<file path="src/rtl/tcp_rx_demux_pkg.sv">
// Shared types and constants for the TCP receive demultiplexer.
// The optional statistics counters are enabled by defining TCP_RX_DEMUX_STATS_EN.
package tcp_rx_demux_pkg;

  typedef enum logic [2:0] {
    IDLE,
    PORTS,
    MATCH,
    SEND_HDR,
    REPLAY,
    FWD,
    DROP,
    DROP_DONE
  } state_t;

  localparam logic [7:0] TCP_PROTO      = 8'd6;
  localparam int         PORT_HDR_BYTES = 4;

  // Width of a stream index; a single-stream build still needs one bit.
  function automatic int sel_width(input int n);
    return (n > 1) ? $clog2(n) : 1;
  endfunction

endpackage

</file>
<file path="src/rtl/tcp_rx_port_match.sv">
// Combinational connection lookup: finds the lowest-indexed enabled stream whose
// local port, remote port (0 = any) and remote IP (0 = any) match the packet.
module tcp_rx_port_match
  import tcp_rx_demux_pkg::*;
#(
  parameter int NUM_TCP = 8
) (
  input  logic [NUM_TCP-1:0]              cfg_en,
  input  logic [NUM_TCP*16-1:0]           cfg_local_port,
  input  logic [NUM_TCP*16-1:0]           cfg_remote_port,
  input  logic [NUM_TCP*32-1:0]           cfg_remote_ip,
  input  logic [15:0]                     i_src_port,
  input  logic [15:0]                     i_dst_port,
  input  logic [31:0]                     i_source_ip,
  output logic                            o_hit,
  output logic [sel_width(NUM_TCP)-1:0]   o_sel
);

  localparam int SEL_W = sel_width(NUM_TCP);

  logic [NUM_TCP-1:0] w_hit_vec;

  genvar gi;
  generate
    for (gi = 0; gi < NUM_TCP; gi++) begin : g_stream
      logic [15:0] w_lport;
      logic [15:0] w_rport;
      logic [31:0] w_rip;
      assign w_lport = cfg_local_port[gi*16 +: 16];
      assign w_rport = cfg_remote_port[gi*16 +: 16];
      assign w_rip   = cfg_remote_ip[gi*32 +: 32];
      assign w_hit_vec[gi] = cfg_en[gi]
                          && (w_lport == i_dst_port)
                          && ((w_rport == 16'd0) || (w_rport == i_src_port))
                          && ((w_rip == 32'd0) || (w_rip == i_source_ip));
    end
  endgenerate

  // Scan downwards so the lowest hitting index is the last one written.
  always_comb begin
    o_hit = |w_hit_vec;
    o_sel = '0;
    for (int i = NUM_TCP - 1; i >= 0; i--) begin
      if (w_hit_vec[i]) begin
        o_sel = SEL_W'(i);
      end
    end
  end

endmodule

</file>
<file path="src/rtl/tcp_rx_demux.sv">
// Steers received TCP packets to one of NUM_TCP stream outputs by port/IP lookup.
// Define TCP_RX_DEMUX_STATS_EN to add the drop_count and rx_count statistics ports.
module tcp_rx_demux
  import tcp_rx_demux_pkg::*;
#(
  parameter int NUM_TCP    = 8,
  parameter int DATA_WIDTH = 8
) (
  input  logic                    i_clk,
  input  logic                    i_rst,
  input  logic                    s_ip_hdr_valid,
  output logic                    s_ip_hdr_ready,
  input  logic [31:0]             s_ip_source_ip,
  input  logic [31:0]             s_ip_dest_ip,
  input  logic [7:0]              s_ip_protocol,
  input  logic [DATA_WIDTH-1:0]   s_ip_payload_tdata,
  input  logic                    s_ip_payload_tvalid,
  output logic                    s_ip_payload_tready,
  input  logic                    s_ip_payload_tlast,
  input  logic                    s_ip_payload_tuser,
  input  logic [NUM_TCP-1:0]      cfg_en,
  input  logic [NUM_TCP*16-1:0]   cfg_local_port,
  input  logic [NUM_TCP*16-1:0]   cfg_remote_port,
  input  logic [NUM_TCP*32-1:0]   cfg_remote_ip,
  output logic [NUM_TCP-1:0]      m_ip_hdr_valid,
  input  logic [NUM_TCP-1:0]      m_ip_hdr_ready,
  output logic [31:0]             m_ip_source_ip,
  output logic [31:0]             m_ip_dest_ip,
  output logic [DATA_WIDTH-1:0]   m_ip_payload_tdata,
  output logic [NUM_TCP-1:0]      m_ip_payload_tvalid,
  input  logic [NUM_TCP-1:0]      m_ip_payload_tready,
  output logic                    m_ip_payload_tlast,
  output logic                    m_ip_payload_tuser
`ifdef TCP_RX_DEMUX_STATS_EN
  ,
  output logic [15:0]             drop_count,
  output logic [NUM_TCP*16-1:0]   rx_count
`endif
);

  localparam int SEL_W = sel_width(NUM_TCP);

  state_t                r_state;
  state_t                w_state_next;
  logic [31:0]           r_src_ip;
  logic [31:0]           r_dst_ip;
  logic [7:0]            r_proto;
  logic [DATA_WIDTH-1:0] r_buf [PORT_HDR_BYTES];
  logic [1:0]            r_idx;
  logic                  r_ended;
  logic                  r_err;
  logic [SEL_W-1:0]      r_sel;

  logic                  w_hit;
  logic [SEL_W-1:0]      w_sel;
  logic                  w_hdr_valid;
  logic                  w_out_valid;
  logic                  w_out_ready;
  logic                  w_in_hs;
  logic [NUM_TCP-1:0]    w_onehot;

  tcp_rx_port_match #(.NUM_TCP(NUM_TCP)) u_match (
    .cfg_en          (cfg_en),
    .cfg_local_port  (cfg_local_port),
    .cfg_remote_port (cfg_remote_port),
    .cfg_remote_ip   (cfg_remote_ip),
    .i_src_port      ({r_buf[0], r_buf[1]}),
    .i_dst_port      ({r_buf[2], r_buf[3]}),
    .i_source_ip     (r_src_ip),
    .o_hit           (w_hit),
    .o_sel           (w_sel)
  );

  assign w_onehot            = NUM_TCP'(1) << r_sel;
  assign w_out_ready         = m_ip_payload_tready[r_sel];
  assign w_in_hs             = s_ip_payload_tvalid && s_ip_payload_tready;
  assign m_ip_hdr_valid      = w_hdr_valid ? w_onehot : '0;
  assign m_ip_payload_tvalid = w_out_valid ? w_onehot : '0;
  assign m_ip_source_ip      = r_src_ip;
  assign m_ip_dest_ip        = r_dst_ip;

  always_ff @(posedge i_clk or posedge i_rst) begin
    if (i_rst) begin
      r_state <= IDLE;
    end else begin
      r_state <= w_state_next;
    end
  end

  always_comb begin
    w_state_next        = r_state;
    s_ip_hdr_ready      = 1'b0;
    s_ip_payload_tready = 1'b0;
    w_hdr_valid         = 1'b0;
    w_out_valid         = 1'b0;
    m_ip_payload_tdata  = '0;
    m_ip_payload_tlast  = 1'b0;
    m_ip_payload_tuser  = 1'b0;
    case (r_state)
      IDLE: begin
        s_ip_hdr_ready = !i_rst;
        if (s_ip_hdr_valid && !i_rst) begin
          w_state_next = (s_ip_protocol == TCP_PROTO) ? PORTS : DROP;
        end
      end
      PORTS: begin
        s_ip_payload_tready = 1'b1;
        if (s_ip_payload_tvalid) begin
          if (s_ip_payload_tlast && r_idx != 2'd3) begin
            w_state_next = DROP_DONE;
          end else if (r_idx == 2'd3) begin
            w_state_next = MATCH;
          end
        end
      end
      MATCH: begin
        if (w_hit && r_proto == TCP_PROTO) begin
          w_state_next = SEND_HDR;
        end else begin
          w_state_next = r_ended ? DROP_DONE : DROP;
        end
      end
      SEND_HDR: begin
        w_hdr_valid = 1'b1;
        if (m_ip_hdr_ready[r_sel]) begin
          w_state_next = REPLAY;
        end
      end
      REPLAY: begin
        w_out_valid        = 1'b1;
        m_ip_payload_tdata = r_buf[r_idx];
        m_ip_payload_tlast = r_ended && (r_idx == 2'd3);
        m_ip_payload_tuser = r_ended && (r_idx == 2'd3) && r_err;
        if (w_out_ready && r_idx == 2'd3) begin
          w_state_next = r_ended ? IDLE : FWD;
        end
      end
      FWD: begin
        s_ip_payload_tready = w_out_ready;
        w_out_valid         = s_ip_payload_tvalid;
        m_ip_payload_tdata  = s_ip_payload_tdata;
        m_ip_payload_tlast  = s_ip_payload_tlast;
        m_ip_payload_tuser  = s_ip_payload_tuser;
        if (s_ip_payload_tvalid && w_out_ready && s_ip_payload_tlast) begin
          w_state_next = IDLE;
        end
      end
      DROP: begin
        s_ip_payload_tready = 1'b1;
        if (s_ip_payload_tvalid && s_ip_payload_tlast) begin
          w_state_next = DROP_DONE;
        end
      end
      DROP_DONE: begin
        w_state_next = IDLE;
      end
      default: begin
        w_state_next = IDLE;
      end
    endcase
  end

  // Packet context: latched addresses, buffered port bytes and replay cursor.
  always_ff @(posedge i_clk or posedge i_rst) begin
    if (i_rst) begin
      r_src_ip <= '0;
      r_dst_ip <= '0;
      r_proto  <= '0;
      r_idx    <= '0;
      r_ended  <= 1'b0;
      r_err    <= 1'b0;
      r_sel    <= '0;
      for (int i = 0; i < PORT_HDR_BYTES; i++) begin
        r_buf[i] <= '0;
      end
    end else begin
      case (r_state)
        IDLE: begin
          if (s_ip_hdr_valid) begin
            r_src_ip <= s_ip_source_ip;
            r_dst_ip <= s_ip_dest_ip;
            r_proto  <= s_ip_protocol;
            r_idx    <= '0;
            r_ended  <= 1'b0;
            r_err    <= 1'b0;
          end
        end
        PORTS: begin
          if (w_in_hs) begin
            r_buf[r_idx] <= s_ip_payload_tdata;
            r_idx        <= r_idx + 2'd1;
            r_ended      <= s_ip_payload_tlast;
            r_err        <= r_err | s_ip_payload_tuser;
          end
        end
        MATCH: begin
          r_sel <= w_sel;
          r_idx <= '0;
        end
        REPLAY: begin
          if (w_out_ready) begin
            r_idx <= r_idx + 2'd1;
          end
        end
        default: begin
        end
      endcase
    end
  end

`ifdef TCP_RX_DEMUX_STATS_EN
  logic        w_out_hs;
  logic [15:0] r_drop_count;

  assign w_out_hs   = w_out_valid && w_out_ready;
  assign drop_count = r_drop_count;

  always_ff @(posedge i_clk or posedge i_rst) begin
    if (i_rst) begin
      r_drop_count <= '0;
    end else if (r_state == DROP_DONE && r_drop_count != 16'hFFFF) begin
      r_drop_count <= r_drop_count + 16'd1;
    end
  end

  genvar gi;
  generate
    for (gi = 0; gi < NUM_TCP; gi++) begin : g_rx_count
      logic [15:0] r_rx_count;
      always_ff @(posedge i_clk or posedge i_rst) begin
        if (i_rst) begin
          r_rx_count <= '0;
        end else if (w_out_hs && m_ip_payload_tlast && r_sel == SEL_W'(gi)
                     && r_rx_count != 16'hFFFF) begin
          r_rx_count <= r_rx_count + 16'd1;
        end
      end
      assign rx_count[gi*16 +: 16] = r_rx_count;
    end
  endgenerate
`endif

endmodule

</file>
<file path="config.mk">
export PLATFORM = sky130hd
export DESIGN_NAME = tcp_rx_demux
export DESIGN_NICKNAME = d
export VERILOG_FILES = /design/src/rtl/tcp_rx_demux_pkg.sv /design/src/rtl/tcp_rx_port_match.sv /design/src/rtl/tcp_rx_demux.sv
export SDC_FILE = /design/constraint.sdc
export NUM_CORES = 1
export LEC_CHECK = 0
export CAP_MARGIN = 0
export CORE_AREA = 4 4 273 275
export CTS_BUF_LIST = sky130_fd_sc_hd__clkbuf_8 sky130_fd_sc_hd__clkbuf_16
export CTS_CLUSTER_DIAMETER = 40
export DETAILED_ROUTE_END_ITERATION = 7
export DIE_AREA = 0 0 277 279
export PLACE_DENSITY_LB_ADDON = 0.3
export SETUP_SLACK_MARGIN = 0.05
export SYNTH_ARGS = -nofsm -noshare
export SYNTH_HDL_FRONTEND = slang
export SYNTH_HIERARCHICAL = 1
export SYNTH_SLANG_ARGS = --single-unit
</file>
<file path="constraint.sdc">
create_clock -name i_clk -period 4.8 [get_ports i_clk]
set_input_delay 0.96 -clock i_clk [delete_from_list [all_inputs] [get_ports i_clk]]
set_output_delay 0.96 -clock i_clk [all_outputs]
set_load 0.005 [all_outputs]
</file>
==> results of run 1 <==
==> routing by layer <==
layer | vias up | track usage (%)
met4 | 8 | 5.90
li1 | 6113 | -
met5 | - | 0
met2 | 795 | 33.5
met1 | 6886 | 29.2
met3 | 115 | 7.01
==> final timing paths <==
path,endpoint,depth (start not counted),slack [ns]
worst max-delay path,m_ip_payload_tvalid[0],6,1.03
worst min-delay path,r_proto[6]$_DFFE_PP0P_,1,0.49
worst max register to register,r_state[2]$_DFFE_PP0P_,12,1.26
worst min register to register,r_proto[6]$_DFFE_PP0P_,1,0.49
max in group asynchronous,r_buf[22]$_DFFE_PP0P_,3,3.01
min in group asynchronous,r_err$_DFFE_PP0P_,2,0.97
==> cell type report <==
cell class / count / area share, %
Inverter: 9 / 0.171
Tap cell: 959 / 5.65
Timing Repair Buffer: 765 / 35.6
Antenna cell: 19 / 0.224
Clock buffer: 18 / 2.07
Clock inverter: 14 / 0.725
Multi-Input combinational cell: 1092 / 42.2
Sequential cell: 114 / 13.4
==> cell usage in the layout (no fill, tap or decap), types with 6 or more instances in the layout <==
master           synthesis  layout
mux2_4                  32      32
nor2_1                  33      33
nor4_1                 197     197
a21oi_1                 19      19
o21ai_0                  7       7
xnor2_1                124     124
inv_1                    8       7
buf_4                   23      50
mux4_2                  10      10
clkdlybuf4s50_1          0     713
nor3_1                  11      11
clkbuf_16                0      17
nand4_1                 76      76
mux2_1                  72      72
nand2_1                 40      40
dfrtp_1                114     114
nand2b_1                 6       6
xor2_1                 387     387
diode_2                  0      19
==> where the power goes <==
group | internal (mW) | total (mW) | switching [mW]
Clock | 0.783 | 1.31 | 0.528
Combinational | 2.86 | 5.74 | 2.89
Sequential | 1.39 | 2.66 | 1.27
Total | 5.03 | 9.72 | 4.69
==> critical path, cell delays in order <==
cell and delay (ns):
clkdlybuf4s50_1 0.62, inv_2 0.11, a21oi_1 0.24, nand2b_1 0.16, nor3_1 0.17, clkdlybuf4s50_1 0.54
==> kinds of logic (layout without fill, tap and decap cells) <==
group,Yosys count,count (layout),synth area share [%]
buffers and inverters,93,806,5.30
adders and majority gates,4,4,0.401
muxes,122,122,12.8
xor gates and xnor gates,512,512,36.0
other,0,19,0
DFF,114,114,22.9
AOI/OAI and AO/OA,56,56,3.06
and+or+nand+nor,398,398,19.5
==> state kept, by name (all words and copies together), names as in the netlist <==
name	count
r_err	1
r_state	3
m_ip_dest_ip	32
r_sel	3
r_buf	32
m_ip_source_ip	32
r_ended	1
r_proto	8
r_idx	2
==> through the flow <==
step	power (mW)	std cells	hold slack [ns]	instance area, um^2	util, %
final	9.72	2990	0.485	21200	29.4
after global routing	10.2	2987	0.498	21200	29.3
after CTS	9.68	2971	0.490	21200	29.3
after detailed placement	8.31	2939	0.474	20600	28.5
after global placement	8.31	2939	0.460	20600	28.5
after floorplan	5.28	1299	0.448	12500	-
==> results.yml, run 1 <==
run_status:
  status: "finished clean"
die:
  start_util_pct: 17.2
  fp.dieArea_um2: 77300
  std_cell_rows: 99
  placeableCoreArea_um2: 72300
  ioPinCount: 714
  chip_height_um: 279
  die_width_um: 277
clock_network:
  clkSlewWorstSetupHoldPaths_ns: 0.05
  cts_htree_levels: 4
  max-clock-path-buffers: 2
  clock-sinks: 114
  post_cts_resize_count: 0
  hold_fix_buffer_count_after_cts: 0
  clkLatencyLatePin_ns: 0.45
  tritoncts: "built"
  post_cts_setup_buffer_count: 0
  cts_made_buffers: 17
  clock-root-buffer: "clkbuf_16"
critical_path:
  critPathRequiredTime_ns: 3.84
  worst-path-max-fanout: 7
  critical_path_arrival_ns: 2.81
  sort_of_element_at_the_end_of_the_critical_path: "output port"
  crit_path_start_kind: "primary input"
  timing.rr.start: "r_buf[2]$_DFFE_PP0P_"
  crit_start: "s_ip_payload_tvalid"
  worstSetupPathType: "primary input to output port"
drt:
  detailroute.via_count: 13900
  drt_first_pass_iters: 5
  drt-initial-drc-count: 1178
  route.met2.wl_um: 39000
  wl_met3_um: 8160
  routed_wire_length_per_instance_um: 29.5
  top_layer_used: "met5"
  post_detailed_route_count_of_antenna_violating_nets: 0
  route.detailed.drc: 0
  vias_per_cell: 4.65
  wl_on_met1_um: 39200
  wl_um: 88100
timing:
  max_freq_mhz: 265
  fin_crit_ns: 3.77
  maxSlewHeadroom_pct: 37.2
  fin_skew_ns: 0.0170
  timing.final.setup_violations: 0
  timing.final.hold_violations: 0
  fin_tns_setup_ns: 0
  finalWorstSetupSlack_ns: 1.03
  setup_repair_after_global_routing_missed_its_margin: "false"
  final_max_slew_viol_count: 0
  worstMarginPinSlew_ns: 0.942
  min_period_over_period_pct: 78.5
logic_synthesis:
  synth_cells: 1299
  synthDominantAreaCellType: "xor2_1"
  ys.warnings.count: 6
  synth_area_per_cell_um2: 9.60
  synth_enable_flop_cells: 0
  yosys-top-cells-count: "387 x xor2_1, 197 x nor4_1, 124 x xnor2_1"
  synth.area.top_cells: "xor2_1 27%, dfrtp_1 23%, nor4_1 9.9%, xnor2_1 8.7%, mux2_1 6.5%"
  synth_async_sr_flop_share_pct: 100
  dominantRegCellSynth: "dfrtp_1"
  synth_nets: 1925
  syn_area_um2: 12500
  synth_seq_cells: 114
  ys_types: 67
  synth_top_area_share_pct: 27.2
  synth_seq_area_share_pct: 22.9
  synth_most_common_cell: "xor2_1"
power:
  power.density_cell_area_nw_per_um2: 457
  p_leak_nw: 8.11
  vdd.ir_drop.worst_v: 0.000228
placement:
  detailed_place_hpwl_um: 73300
  gpl.final_weighted_congestion: 0.939
  port-buffer-count: 713
  pre_cts_ws_ns: 0.559
cells_and_area:
  syn2layout_area_growth_pct: 70.3
  multiInputGateArea_um2: 8950
  layout.area.seq_um2: 2850
  finalNetCount: 2625
  fraction_of_final_layout_cells_with_drive_strength_greater_than_1_pct: 7.36
  n_fill_cell: 7613
grt:
  globalRoute.totalOverflow: 0
  grt_pass1_vias: 14800
  grt_pass1_wl_um: 119000
  antenna_found_initial: 26
  global_route.usage.total_pct: 21.7
  grt_max_degree: 51
worst_hold_path:
  worst_min_delay_path_startpoint: "r_proto[6]$_DFFE_PP0P_"
  worstHoldPathType: "flip-flop to flip-flop"
job:
  maxCapViolCount: 0
(Power assumes the default switching activity.)
==> run 2: changes to the inputs <==
Clock period 4.8 ns to 3.8 ns, I/O delays scaled along.
==> results.yml, run 2 (synthesized netlist as in run 1, its figures left out) <==
power:
  power.density_cell_area_nw_per_um2: 574
  p_sw_share_pct: 47.5
  vdd.ir_drop.worst_v: 0.000305
  cell_internal_pwr_mw: 6.53
  comb_power_share_pct: 60.5
  p_leak_nw: 8.37
  total_switching_power_mw: 5.90
  power.clock.fraction_pct: 13.4
  power.share.sequential_pct: 26.1
die:
  start_util_pct: 17.2
  chip_height_um: 279
  fp.dieArea_um2: 77300
  ioPinCount: 714
  placeableCoreArea_um2: 72300
  die_width_um: 277
  std_cell_rows: 99
drt:
  wl_um: 86300
  wl_met3_um: 7580
  drt-initial-drc-count: 1035
  route.detailed.drc: 0
  detailroute.via_count: 13900
  route.met2.wl_um: 38500
  routed_wire_length_per_instance_um: 28.4
  post_detailed_route_count_of_antenna_violating_nets: 0
  vias_per_cell: 4.58
  drt_first_pass_iters: 5
  top_layer_used: "met5"
  wl_on_met1_um: 38000
job:
  maxCapViolCount: 0
grt:
  antenna_found_initial: 20
  grt_max_degree: 68
  grt_pass1_vias: 15200
  grt_pass1_wl_um: 117000
  global_route.usage.total_pct: 21.1
  globalRoute.totalOverflow: 0
timing:
  fin_skew_ns: 0.0141
  fin_crit_ns: 3.52
  min_period_over_period_pct: 92.6
  maxSlewHeadroom_pct: 35.6
  holdWs_ns: 0.483
  setup_repair_after_global_routing_missed_its_margin: "true"
  worstMarginPinSlew_ns: 0.965
  timing.final.setup_violations: 0
  finalWorstSetupSlack_ns: 0.282
  timing.final.hold_violations: 0
  fin_tns_setup_ns: 0
  final_max_slew_viol_count: 0
  max_freq_mhz: 284
cells_and_area:
  mostFrequentLayoutCells: "713 x clkdlybuf4s50_1, 387 x xor2_1, 196 x nor4_1, 124 x xnor2_1, 106 x dfrtp_1"
  fraction_of_final_layout_cells_with_drive_strength_greater_than_1_pct: 10.1
  layout_commonest_cell: "clkdlybuf4s50_1"
  finalNetCount: 2674
  syn2layout_area_growth_pct: 73.7
  number_of_standard_cells_in_the_final_layout_excluding_fillers: 3036
  finalCoreUtilization_pct: 29.9
clock_network:
  clock-root-buffer: "clkbuf_16"
  cts_htree_levels: 4
  hold_fix_buffer_count_after_cts: 0
  post_cts_resize_count: 2
  clkSlewWorstSetupHoldPaths_ns: 0.05
  post_cts_setup_buffer_count: 0
  clkLatencyLatePin_ns: 0.44
  clock-sinks: 114
  max-clock-path-buffers: 2
  tritoncts: "built"
  cts_made_buffers: 17
critical_path:
  worstSetupPathType: "primary input to flip-flop"
  rr_worst_depth: 13
  worst-path-max-fanout: 2
  critical_path_arrival_ns: 3.86
  sort_of_element_at_the_end_of_the_critical_path: "flip-flop"
  critPathRequiredTime_ns: 4.14
  crit_path_start_kind: "primary input"
worst_hold_path:
  worstHoldPathType: "flip-flop to flip-flop"
  holdPathStages: 1
placement:
  pre_cts_ws_ns: -0.548
  placed_cells: 2988
  gpl.final_weighted_congestion: 0.938
  detailed_place_hpwl_um: 72700
  port-buffer-count: 713
run_status:
  status: "finished clean"
run 2: area by class of cell:
type	instances	area [um^2]
Fill cell	7639	50700
Multi-Input combinational cell	1092	8980
Timing Repair Buffer	814	7930
Sequential cell	114	2860
Tap cell	959	1200
Clock buffer	19	453
Clock inverter	13	148
Antenna cell	16	40.0
Inverter	9	37.5
run 2: through the flow:
stage / cell area (um^2) / power [mW]
floorplan: 12500 / 6.67
global placement: 21000 / 10.6
detailed placement: 21000 / 10.6
CTS: 21600 / 12.4
global route: 21600 / 13.1
finish: 21700 / 12.4
run 2: final timing paths:
path	endpoint	slack, ns	startpoint
max in group asynchronous	m_ip_dest_ip[1]$_DFFE_PP0P_	2.05	i_rst
worst max-delay path	r_state[0]$_DFFE_PP0P_	0.28	cfg_remote_ip[141]
min in group asynchronous	r_err$_DFFE_PP0P_	0.95	i_rst
worst min register to register	r_proto[2]$_DFFE_PP0P_	0.48	r_proto[2]$_DFFE_PP0P_
worst min-delay path	r_proto[2]$_DFFE_PP0P_	0.48	r_proto[2]$_DFFE_PP0P_
worst max register to register	r_state[0]$_DFFE_PP0P_	0.28	r_buf[11]$_DFFE_PP0P_
run 2: power by group through the flow:
stage	registers (mW)	clock network (mW)	logic, mW
5_1_grt	3.30	1.78	7.98
2_1_floorplan	2.13	0	4.54
3_3_place_gp	3.23	0	7.38
3_5_place_dp	3.24	0	7.40
6_report	3.24	1.67	7.52
4_1_cts	3.22	1.72	7.45
run 2: worst max-delay path, cell delays in order:
cell and delay, ns:
clkdlybuf4s50_1 0.54, buf_4 0.20, nor4_1 0.33, nand4_1 0.15, nor2_1 0.12, a21oi_1 0.09, a2111oi_2 0.39, buf_4 0.19
a21oi_1 0.05, nor2b_4 0.14, nand2_1 0.14, nand4b_1 0.15, a311oi_1 0.35, o21bai_1 0.10, mux2i_1 0.17
run 2: metal layers:
metal  track usage, %  vias to the layer above
met5                0                        -
met4             6.60                       10
met3             6.71                      147
met2             32.5                      783
met1             28.3                     6791
li1                 -                     6189
